**config.mk**
```make
export PLATFORM = sky130hd
export DESIGN_NAME = fixed_encoder_pipe
export DESIGN_NICKNAME = d
export VERILOG_FILES = /design/src/rtl/fixed_encoder_pipe.sv
export SDC_FILE = /design/constraint.sdc
export NUM_CORES = 2
export LEC_CHECK = 0
export ABC_AREA = 1
export CAP_MARGIN = 20
export CORE_MARGIN = 2
export CORE_UTILIZATION = 45
export DETAILED_ROUTE_END_ITERATION = 12
export GPL_ROUTABILITY_DRIVEN = 1
export PLACE_DENSITY = 0.6
export SLEW_MARGIN = 15
export SYNTH_ARGS = -nofsm -noshare
export SYNTH_HDL_FRONTEND = slang
export SYNTH_SLANG_ARGS = --single-unit
```
**constraint.sdc**
```tcl
create_clock -name iClock -period 16.79 [get_ports iClock]
set_input_delay 1.679 -clock iClock [delete_from_list [all_inputs] [get_ports iClock]]
set_output_delay 1.679 -clock iClock [all_outputs]
set_load 0.01 [all_outputs]
```
**src/rtl/fixed_encoder_pipe.sv**
```systemverilog
// ---------------------------------------------------------------------------
// fixed_encoder_pipe
//
// Fixed-polynomial predictor front end for a lossless audio encoder. Each
// accepted PCM sample is turned into a residual of the requested fixed order
// (0..4), and the absolute residuals of every order are accumulated across
// the frame. At frame end the cheapest order is reported.
//
// Ports
//   iClock       in   1   clock, rising edge
//   iReset       in   1   synchronous active-high reset, highest priority
//   iEnable      in   1   iSample is valid this cycle
//   iFrameStart  in   1   first sample of a new frame; clears history/count/sums
//   iFrameEnd    in   1   last cycle of the frame; request best-order decision
//   iOrder       in   4   predictor order for oResidual (5..15 behave as 4)
//   iSample      in  16   signed PCM sample
//   oResidual    out 20   signed residual, or sign-extended sample in warmup
//   oValid       out  1   one-cycle pulse: oResidual/oWarmup updated
//   oWarmup      out  1   oResidual carries the verbatim sample
//   oBestOrder   out  3   order with the smallest absolute-residual sum
//   oBestValid   out  1   one-cycle pulse: oBestOrder updated
// ---------------------------------------------------------------------------
module fixed_encoder_pipe (
    input  logic               iClock,
    input  logic               iReset,
    input  logic               iEnable,
    input  logic               iFrameStart,
    input  logic               iFrameEnd,
    input  logic [3:0]         iOrder,
    input  logic signed [15:0] iSample,
    output logic signed [19:0] oResidual,
    output logic               oValid,
    output logic               oWarmup,
    output logic [2:0]         oBestOrder,
    output logic               oBestValid
);

    localparam int NUM_ORDERS = 5;
    localparam int HIST_DEPTH = 4;

    // -----------------------------------------------------------------------
    // State
    // -----------------------------------------------------------------------
    // hist_q[0] is x1 (most recent accepted sample) ... hist_q[3] is x4.
    logic signed [15:0] hist_q [HIST_DEPTH];
    logic signed [15:0] hist_d [HIST_DEPTH];
    logic [2:0]         n_q;
    logic [2:0]         n_d;
    logic [31:0]        acc_q  [NUM_ORDERS];
    logic [31:0]        acc_d  [NUM_ORDERS];

    logic signed [19:0] residual_q;
    logic signed [19:0] residual_d;
    logic               valid_q;
    logic               valid_d;
    logic               warmup_q;
    logic               warmup_d;
    logic [2:0]         best_order_q;
    logic [2:0]         best_order_d;
    logic               best_valid_q;
    logic               best_valid_d;

    // -----------------------------------------------------------------------
    // Frame-start view of the state: a sample arriving together with
    // iFrameStart must see an empty history, so the clear is applied
    // combinationally before the datapath rather than one cycle later.
    // -----------------------------------------------------------------------
    logic signed [15:0] hist_eff [HIST_DEPTH];
    logic [2:0]         n_eff;
    logic [31:0]        acc_base [NUM_ORDERS];

    generate
        for (genvar gi = 0; gi < HIST_DEPTH; gi++) begin : g_hist_eff
            assign hist_eff[gi] = iFrameStart ? 16'sd0 : hist_q[gi];
        end
    endgenerate

    assign n_eff = iFrameStart ? 3'd0 : n_q;

    // -----------------------------------------------------------------------
    // Fixed predictors. All operands are widened to 20 bits first; the worst
    // case magnitude of e4 is 16 * 32768 minus a little, which fits.
    // -----------------------------------------------------------------------
    logic signed [19:0] x0_ext;
    logic signed [19:0] x_ext [HIST_DEPTH];
    logic signed [19:0] e     [NUM_ORDERS];

    assign x0_ext = 20'(iSample);

    generate
        for (genvar gi = 0; gi < HIST_DEPTH; gi++) begin : g_ext
            assign x_ext[gi] = 20'(hist_eff[gi]);
        end
    endgenerate

    always_comb begin
        e[0] = x0_ext;
        e[1] = x0_ext - x_ext[0];
        e[2] = x0_ext - 20'sd2 * x_ext[0] + x_ext[1];
        e[3] = x0_ext - 20'sd3 * x_ext[0] + 20'sd3 * x_ext[1] - x_ext[2];
        e[4] = x0_ext - 20'sd4 * x_ext[0] + 20'sd6 * x_ext[1]
                      - 20'sd4 * x_ext[2] + x_ext[3];
    end

    // -----------------------------------------------------------------------
    // Order selection and warmup decision for the output residual.
    // -----------------------------------------------------------------------
    logic [2:0] order_eff;
    logic       in_warmup;

    assign order_eff = (iOrder > 4'd4) ? 3'd4 : iOrder[2:0];
    assign in_warmup = (n_eff < order_eff);

    // -----------------------------------------------------------------------
    // Absolute-residual accumulators. Only samples with a full history are
    // added, so every order is scored over exactly the same sample set.
    // -----------------------------------------------------------------------
    logic acc_update;
    assign acc_update = iEnable && (n_eff == 3'd4);

    generate
        for (genvar gi = 0; gi < NUM_ORDERS; gi++) begin : g_acc
            logic [19:0] mag;
            logic [32:0] sum;

            assign mag         = e[gi][19] ? $unsigned(-e[gi]) : $unsigned(e[gi]);
            assign acc_base[gi] = iFrameStart ? 32'd0 : acc_q[gi];
            assign sum         = {1'b0, acc_base[gi]} + {13'd0, mag};
            // Carry out of bit 31 means the sum passed 2^32-1: clamp.
            assign acc_d[gi]   = !acc_update ? acc_base[gi]
                               : (sum[32] ? 32'hFFFF_FFFF : sum[31:0]);
        end
    endgenerate

    // -----------------------------------------------------------------------
    // Best-order search. A frame end that coincides with a frame start scores
    // the old frame as it stood before this cycle; otherwise the current
    // sample (if any) is included. Strict less-than keeps the lowest index on
    // ties, so an all-equal set (including all zero) yields order 0.
    // -----------------------------------------------------------------------
    logic [31:0] cmp_val [NUM_ORDERS];
    logic [2:0]  best_idx;
    logic [31:0] best_val;

    generate
        for (genvar gi = 0; gi < NUM_ORDERS; gi++) begin : g_cmp
            assign cmp_val[gi] = iFrameStart ? acc_q[gi] : acc_d[gi];
        end
    endgenerate

    always_comb begin
        best_idx = 3'd0;
        best_val = cmp_val[0];
        for (int k = 1; k < NUM_ORDERS; k++) begin
            if (cmp_val[k] < best_val) begin
                best_val = cmp_val[k];
                best_idx = 3'(k);
            end
        end
    end

    // -----------------------------------------------------------------------
    // Next-state logic for history, count and output registers.
    // -----------------------------------------------------------------------
    always_comb begin
        for (int k = 0; k < HIST_DEPTH; k++) begin
            hist_d[k] = hist_eff[k];
        end
        n_d          = n_eff;
        residual_d   = residual_q;
        warmup_d     = warmup_q;
        valid_d      = 1'b0;
        best_order_d = best_order_q;
        best_valid_d = 1'b0;

        if (iEnable) begin
            hist_d[0] = iSample;
            for (int k = 1; k < HIST_DEPTH; k++) begin
                hist_d[k] = hist_eff[k-1];
            end
            n_d        = (n_eff == 3'd4) ? 3'd4 : n_eff + 3'd1;
            valid_d    = 1'b1;
            warmup_d   = in_warmup;
            residual_d = in_warmup ? x0_ext : e[order_eff];
        end

        if (iFrameEnd) begin
            best_order_d = best_idx;
            best_valid_d = 1'b1;
        end
    end

    // -----------------------------------------------------------------------
    // Registers. Reset wins over everything, which also swallows a frame-end
    // request presented on the reset cycle.
    // -----------------------------------------------------------------------
    always_ff @(posedge iClock) begin
        if (iReset) begin
            for (int k = 0; k < HIST_DEPTH; k++) begin
                hist_q[k] <= 16'sd0;
            end
            for (int k = 0; k < NUM_ORDERS; k++) begin
                acc_q[k] <= 32'd0;
            end
            n_q          <= 3'd0;
            residual_q   <= 20'sd0;
            valid_q      <= 1'b0;
            warmup_q     <= 1'b0;
            best_order_q <= 3'd0;
            best_valid_q <= 1'b0;
        end else begin
            for (int k = 0; k < HIST_DEPTH; k++) begin
                hist_q[k] <= hist_d[k];
            end
            for (int k = 0; k < NUM_ORDERS; k++) begin
                acc_q[k] <= acc_d[k];
            end
            n_q          <= n_d;
            residual_q   <= residual_d;
            valid_q      <= valid_d;
            warmup_q     <= warmup_d;
            best_order_q <= best_order_d;
            best_valid_q <= best_valid_d;
        end
    end

    assign oResidual  = residual_q;
    assign oValid     = valid_q;
    assign oWarmup    = warmup_q;
    assign oBestOrder = best_order_q;
    assign oBestValid = best_valid_q;

endmodule

```
After elaboration in Yosys (flattened, before gate mapping)
Memories as Yosys holds them, arrays and structs flattened.
Cells that the tools add are included.

word-level totals
  register bits = 29
  bits in writable memories = 224
  input bits = 25
  output and inout port bits = 26
  logic and storage cells = 110
  memories kept = 2

operators by class
  $add $sub $neg = 21
  multiply operators = 3
  $lt $le $gt $ge = 7
  equality and inequality tests = 1
  multiplexer cells = 59
  bitwise logic cells = 10
  reductions and logical operators = 1

memories
  memory  depth  bits a word  read ports  clocked after memory_dff  write ports  line  RTL
  acc_q   5      32           5           0                         5            49    logic [31:0] acc_q [NUM_ORDERS];
  hist_q  4      16           4           0                         4            45    logic signed [15:0] hist_q [HIST_DEPTH];

operators with widths
  operator                 number
  $mux W32                 28
  $add A32 B20 Y33         5
  $mux W20                 8
  $lt A32 B32 Y1           4
  $mux W16                 8
  $mux W64                 1
  $bmux W20 S3             1
  $mul A3 B16 Y19 const A  3
  $neg A20 Y20             2
  $mux W3                  7
  $add A19 B20 Y20         1
  $add A20 B16 Y20         1
  $add A20 B19 Y20         1
  $neg A16 Y20             1
  $neg A17 Y20             1
  $neg A19 Y20             1
  $sub A16 B19 Y20         1
  $sub A20 B16 Y20         1
  $sub A20 B18 Y20         1
  $add A18 B16 Y19         1
  $sub A16 B18 Y19         1
  $sub A16 B17 Y18         1
  $sub A16 B16 Y17         1
  $or A1 B1 Y1             9
  8 further kinds          13

Logic depth before layout (Yosys ltp)
An unclocked memory read counts as a cell.

  word-level depth = 17
  depth in mapped cells = 111
  gate-level depth less buffers = 101

Worst setup path after synthesis
Ideal clock, no wire load.

  path kind = input-to-reg
  start point = in iFrameStart
  end point = reg best_order_q[2], in the netlist oBestOrder[2]
  library setup time = 0.133 ns
  arrival = 14.727 ns
  required time = 16.657 ns
  slack = 1.930 ns
  stages = 96
  buffers on the path = 11
  path through = inv_2 buf_4 clkbuf_1 clkbuf_1 clkbuf_1 clkbuf_1 nand2_1 ha_1 inv_1 or2_2 o21ai_0 nand3_1 nand2_1 nand3_1 nand2_1 nand3_1 nand2_1 a21oi_1 (+60 left out) inv_1 nand3_1 a31oi_1 a2111oi_0 nand2_1 nand2_1 nand2_1 buf_2 buf_1 nand2_1 o21ai_0 ha_1 nand4_1 or3_1 nor4_1 nand2_1 nand3_1 a21oi_1

on the way
  longest elaborated chain between the ends = 16
  elaborated cells on any way between the ends = 62
  classes of those cells = add/sub: 19; mul: 3; order compare: 4; eq/ne: 1; mux: 34; reduce/logical: 1

ends and longest elaborated chain
  item                                                       line  RTL
  start, declared                                            27    input logic iFrameStart,
  branches (longest 15 deep; another with $add A32 B20 Y33)  -
  $mux W3 *                                                  155   if (cmp_val[k] < best_val) begin
  end signal, assigned                                       222   best_order_q <= best_order_d;
  end, declared                                              58    logic [2:0] best_order_q;

Mark *: on every way between the ends.
A chain may end at the register's enable or synchronous reset.

Worst setup path in the final report
  start point = in iSample[0]
  end point = reg best_order_q[2], in the netlist oBestOrder[2]

on the way
  longest elaborated chain between the ends = 15
  elaborated cells on any way between the ends = 49
  classes of those cells = add/sub: 20; order compare: 4; mux: 25

ends and longest elaborated chain
  item              line  RTL
  start, declared   30    input logic signed [15:0] iSample,
  $sub A16 B16 Y17  98    e[1] = x0_ext - x_ext[0];
  $neg A17 Y20      126   assign mag = e[gi][19] ? $unsigned(-e[gi]) : $unsigned(e[gi]);
  $mux W20          126
  $add A32 B20 Y33  128   assign sum = {1'b0, acc_base[gi]} + {13'd0, mag};
  $mux W32          131   : (sum[32] ? 32'hFFFF_FFFF : sum[31:0]);
  $mux W32          130   assign acc_d[gi] = !acc_update ? acc_base[gi]
  $mux W32          147   assign cmp_val[gi] = iFrameStart ? acc_q[gi] : acc_d[gi];
  $lt A32 B32 Y1    155
  $mux W32          155
  $lt A32 B32 Y1    155
  $mux W32          155
  $lt A32 B32 Y1    155
  $mux W32          155
  $lt A32 B32 Y1    155
  $mux W3 *         155

Mark *: on every way between the ends. The rest lies on a longest branch, timed or not.

==> metrics.yaml <==
postRouteAntennaNets: 0
synthToLayoutAreaGrowth_pct: 8.74
crit_fanout: 65
drive_gt1_share_pct: 3.80
ys_ff_latch: 253
grt_max_degree: 72
setup_viol: 0
die_area_sq_um: 68100
skew_ns: 0.0267
crit_type: "input pin to flip-flop"
cts_setup_buffers: 0
ys_async_sr_fraction_pct: 0
slowest_stage: "o21ai_0"
synth_cells: 4410
placed_cell_area_sq_um: 31100
gp_congestion: 0.966
cts.sinks: 253
yosysWarningCount: 0
final_nets: 4930
port_buffers: 50
drtPass1Iterations: 5
vias: 28200
cp_common_cell: "nand2_1"
insertion_delay_ns: 0.58
vias_per_cell: 5.34
cts_made_buffers: 37
start_util_pct: 45.3
cts-root-buf: "clkbuf_16"
cp.required_ns: 17.21
timing.final.max_slew_violations: 0
syn_area_sq_um: 29700
fmax_mhz: 65.1
grt_pass1_wl_microns: 147000
clk_path_buf_depth: 3
route.detailed.drc: 0
endpoint_kind: "flip-flop"
hold_violations: 0
layout_common_cells: "nand2_1, inv_1, nor2_1"
relSlewSlack_pct: 26.6
grt.met2_usage_pct: 43.2
final_common_cell: "nand2_1"
p_per_area_nw_per_um2: 93.6
rows: 94
drtIter0Drc: 2399
grt-ovfl-total: 0
cp.arrival_ns: 15.79
post-route-period-util_pct: 91.5
period_needed_ns: 15.37
wl_per_cell_microns: 17.7
holdCritPathClass: "flip-flop to flip-flop"
synth-seq-area-share_pct: 17.0
start_kind: "input pin"
ys_dominant_reg_cell: "dfxtp_1"
htreeDepth: 2
clk_pin_slew_ns: 0.06
totalPowerFinal_w: 0.00303
syn_avg_cell_area_sq_um: 6.74
ys_types: 58
tightest_slew_ns: 1.07
grt.total_usage_pct: 27.6
setup_tns_ns: 0
status: "complete, no violations"
critical_path.max_stage_delay_ns: 0.54
io_pins: 51
met1_usage_pct: 38.8
ir_drop_mv: 0.0640
drv_cap: 0
grt_use_met3_pct: 5.00
wl_microns: 93600
fp.coreArea_sq_um: 65600
grt.busiest_layer: "met2"
design_area_sq_um: 32300
hpwl_microns: 74100
die_w_microns: 261
diodes: 0
p_leak_nw: 16.1
antenna_found_initial: 1
synth_edf_count: 0
die-height_microns: 261
cts_tree: "yes"
grt_pass1_vias: 26300
through the flow:
step | instances | utilization [%] | worst slack, ns | hold WS [ns]
2_1_floorplan | 4418 | - | 1.93 | 0.475
3_3_place_gp | 5222 | 47.3 | 0.354 | 0.438
3_5_place_dp | 5222 | 47.3 | 0.167 | 0.445
4_1_cts | 5284 | 49.1 | 0.767 | 0.456
5_1_grt | 5284 | 49.3 | -0.0787 | 0.476
6_report | 5284 | 49.3 | 1.42 | 0.458
what timing repair did:
item,CTS,global route
setup endpoints to repair,0,3
resized for setup,0,12
hold buffers,0,0
power by group:
part | leakage [nW] | switching (W) | internal, W
registers | 2.05 | 0.00000558 | 0.000609
logic | 13.5 | 0.00109 | 0.000521
clock network | 0.583 | 0.000324 | 0.000477
final timing paths:
kind,cells after the start,end,startpoint,slack (ns)
worst max-delay path,84,oBestOrder[2]$_SDFFE_PP0P_,iSample[0],1.42
worst min-delay path,2,oResidual[5]$_SDFFE_PP0P_,oResidual[5]$_SDFFE_PP0P_,0.46
worst max register to register,84,oBestOrder[2]$_SDFFE_PP0P_,hist_q[0][0]$_SDFF_PP0_,2.70
worst min register to register,2,oResidual[5]$_SDFFE_PP0P_,oResidual[5]$_SDFFE_PP0P_,0.46
flip-flops by register name, indices dropped and copies added (netlist names):
name / count
acc_q: 160
hist_q: 64
n_q: 3
oBestOrder: 3
oBestValid: 1
oResidual: 20
oValid: 1
oWarmup: 1
layer usage:
layer	wire length, microns	up-vias	share of wire, %
li1	-	14300	-
met1	44000	13000	47
met2	40300	788	43
met3	6670	125	7.1
met4	2650	0	2.8
met5	0	-	0
logic make-up after synthesis:
group           after synthesis  share of synthesized area (%)
compound gates              889                           16.9
xor+xnor                    255                           7.51
fa+ha+maj                   508                           24.8
buf+inv                     888                           11.3
flops                       253                           17.0
mux                           1                         0.0337
other cells                   1                         0.0126
simple gates               1615                           22.5
worst max-delay path: cells and delay by family:
kind | cells | cell delay (ns)
AOI/OAI and AO/OA | 27 | 4.86
xor gates and xnor gates | 1 | 0.15
adders and majority gates | 7 | 2.25
buffers and inverters | 8 | 1.19
and+or+nand+nor | 41 | 5.59
final cells by class:
class	count	area (sq um)
fillers	6776	33300
multi-input cells	3278	21400
flip-flops and latches	253	5060
inverters	740	2780
clock buffers	53	1090
well taps	864	1080
repair buffers	87	781
clock inverters	9	100
synthesized netlist by cell type, types with 16 or more instances:
master | n | area, sq um
o21ai_1 | 25 | 125
nand4_1 | 36 | 225
o22ai_1 | 129 | 807
o221ai_1 | 21 | 184
nor4_1 | 17 | 106
buf_1 | 33 | 124
clkbuf_1 | 111 | 417
nor3_1 | 58 | 290
ha_1 | 372 | 4650
o21ai_0 | 301 | 1510
a21oi_1 | 289 | 1450
nand2_1 | 857 | 3220
nor2_1 | 451 | 1690
or2_2 | 16 | 100
a211oi_1 | 18 | 135
xor2_1 | 186 | 1630
fa_1 | 136 | 2720
inv_1 | 724 | 2720
dfxtp_1 | 253 | 5060
xnor2_1 | 69 | 604
nand3_1 | 125 | 626
o21bai_1 | 30 | 225
Power figures use the tool's default switching activity.
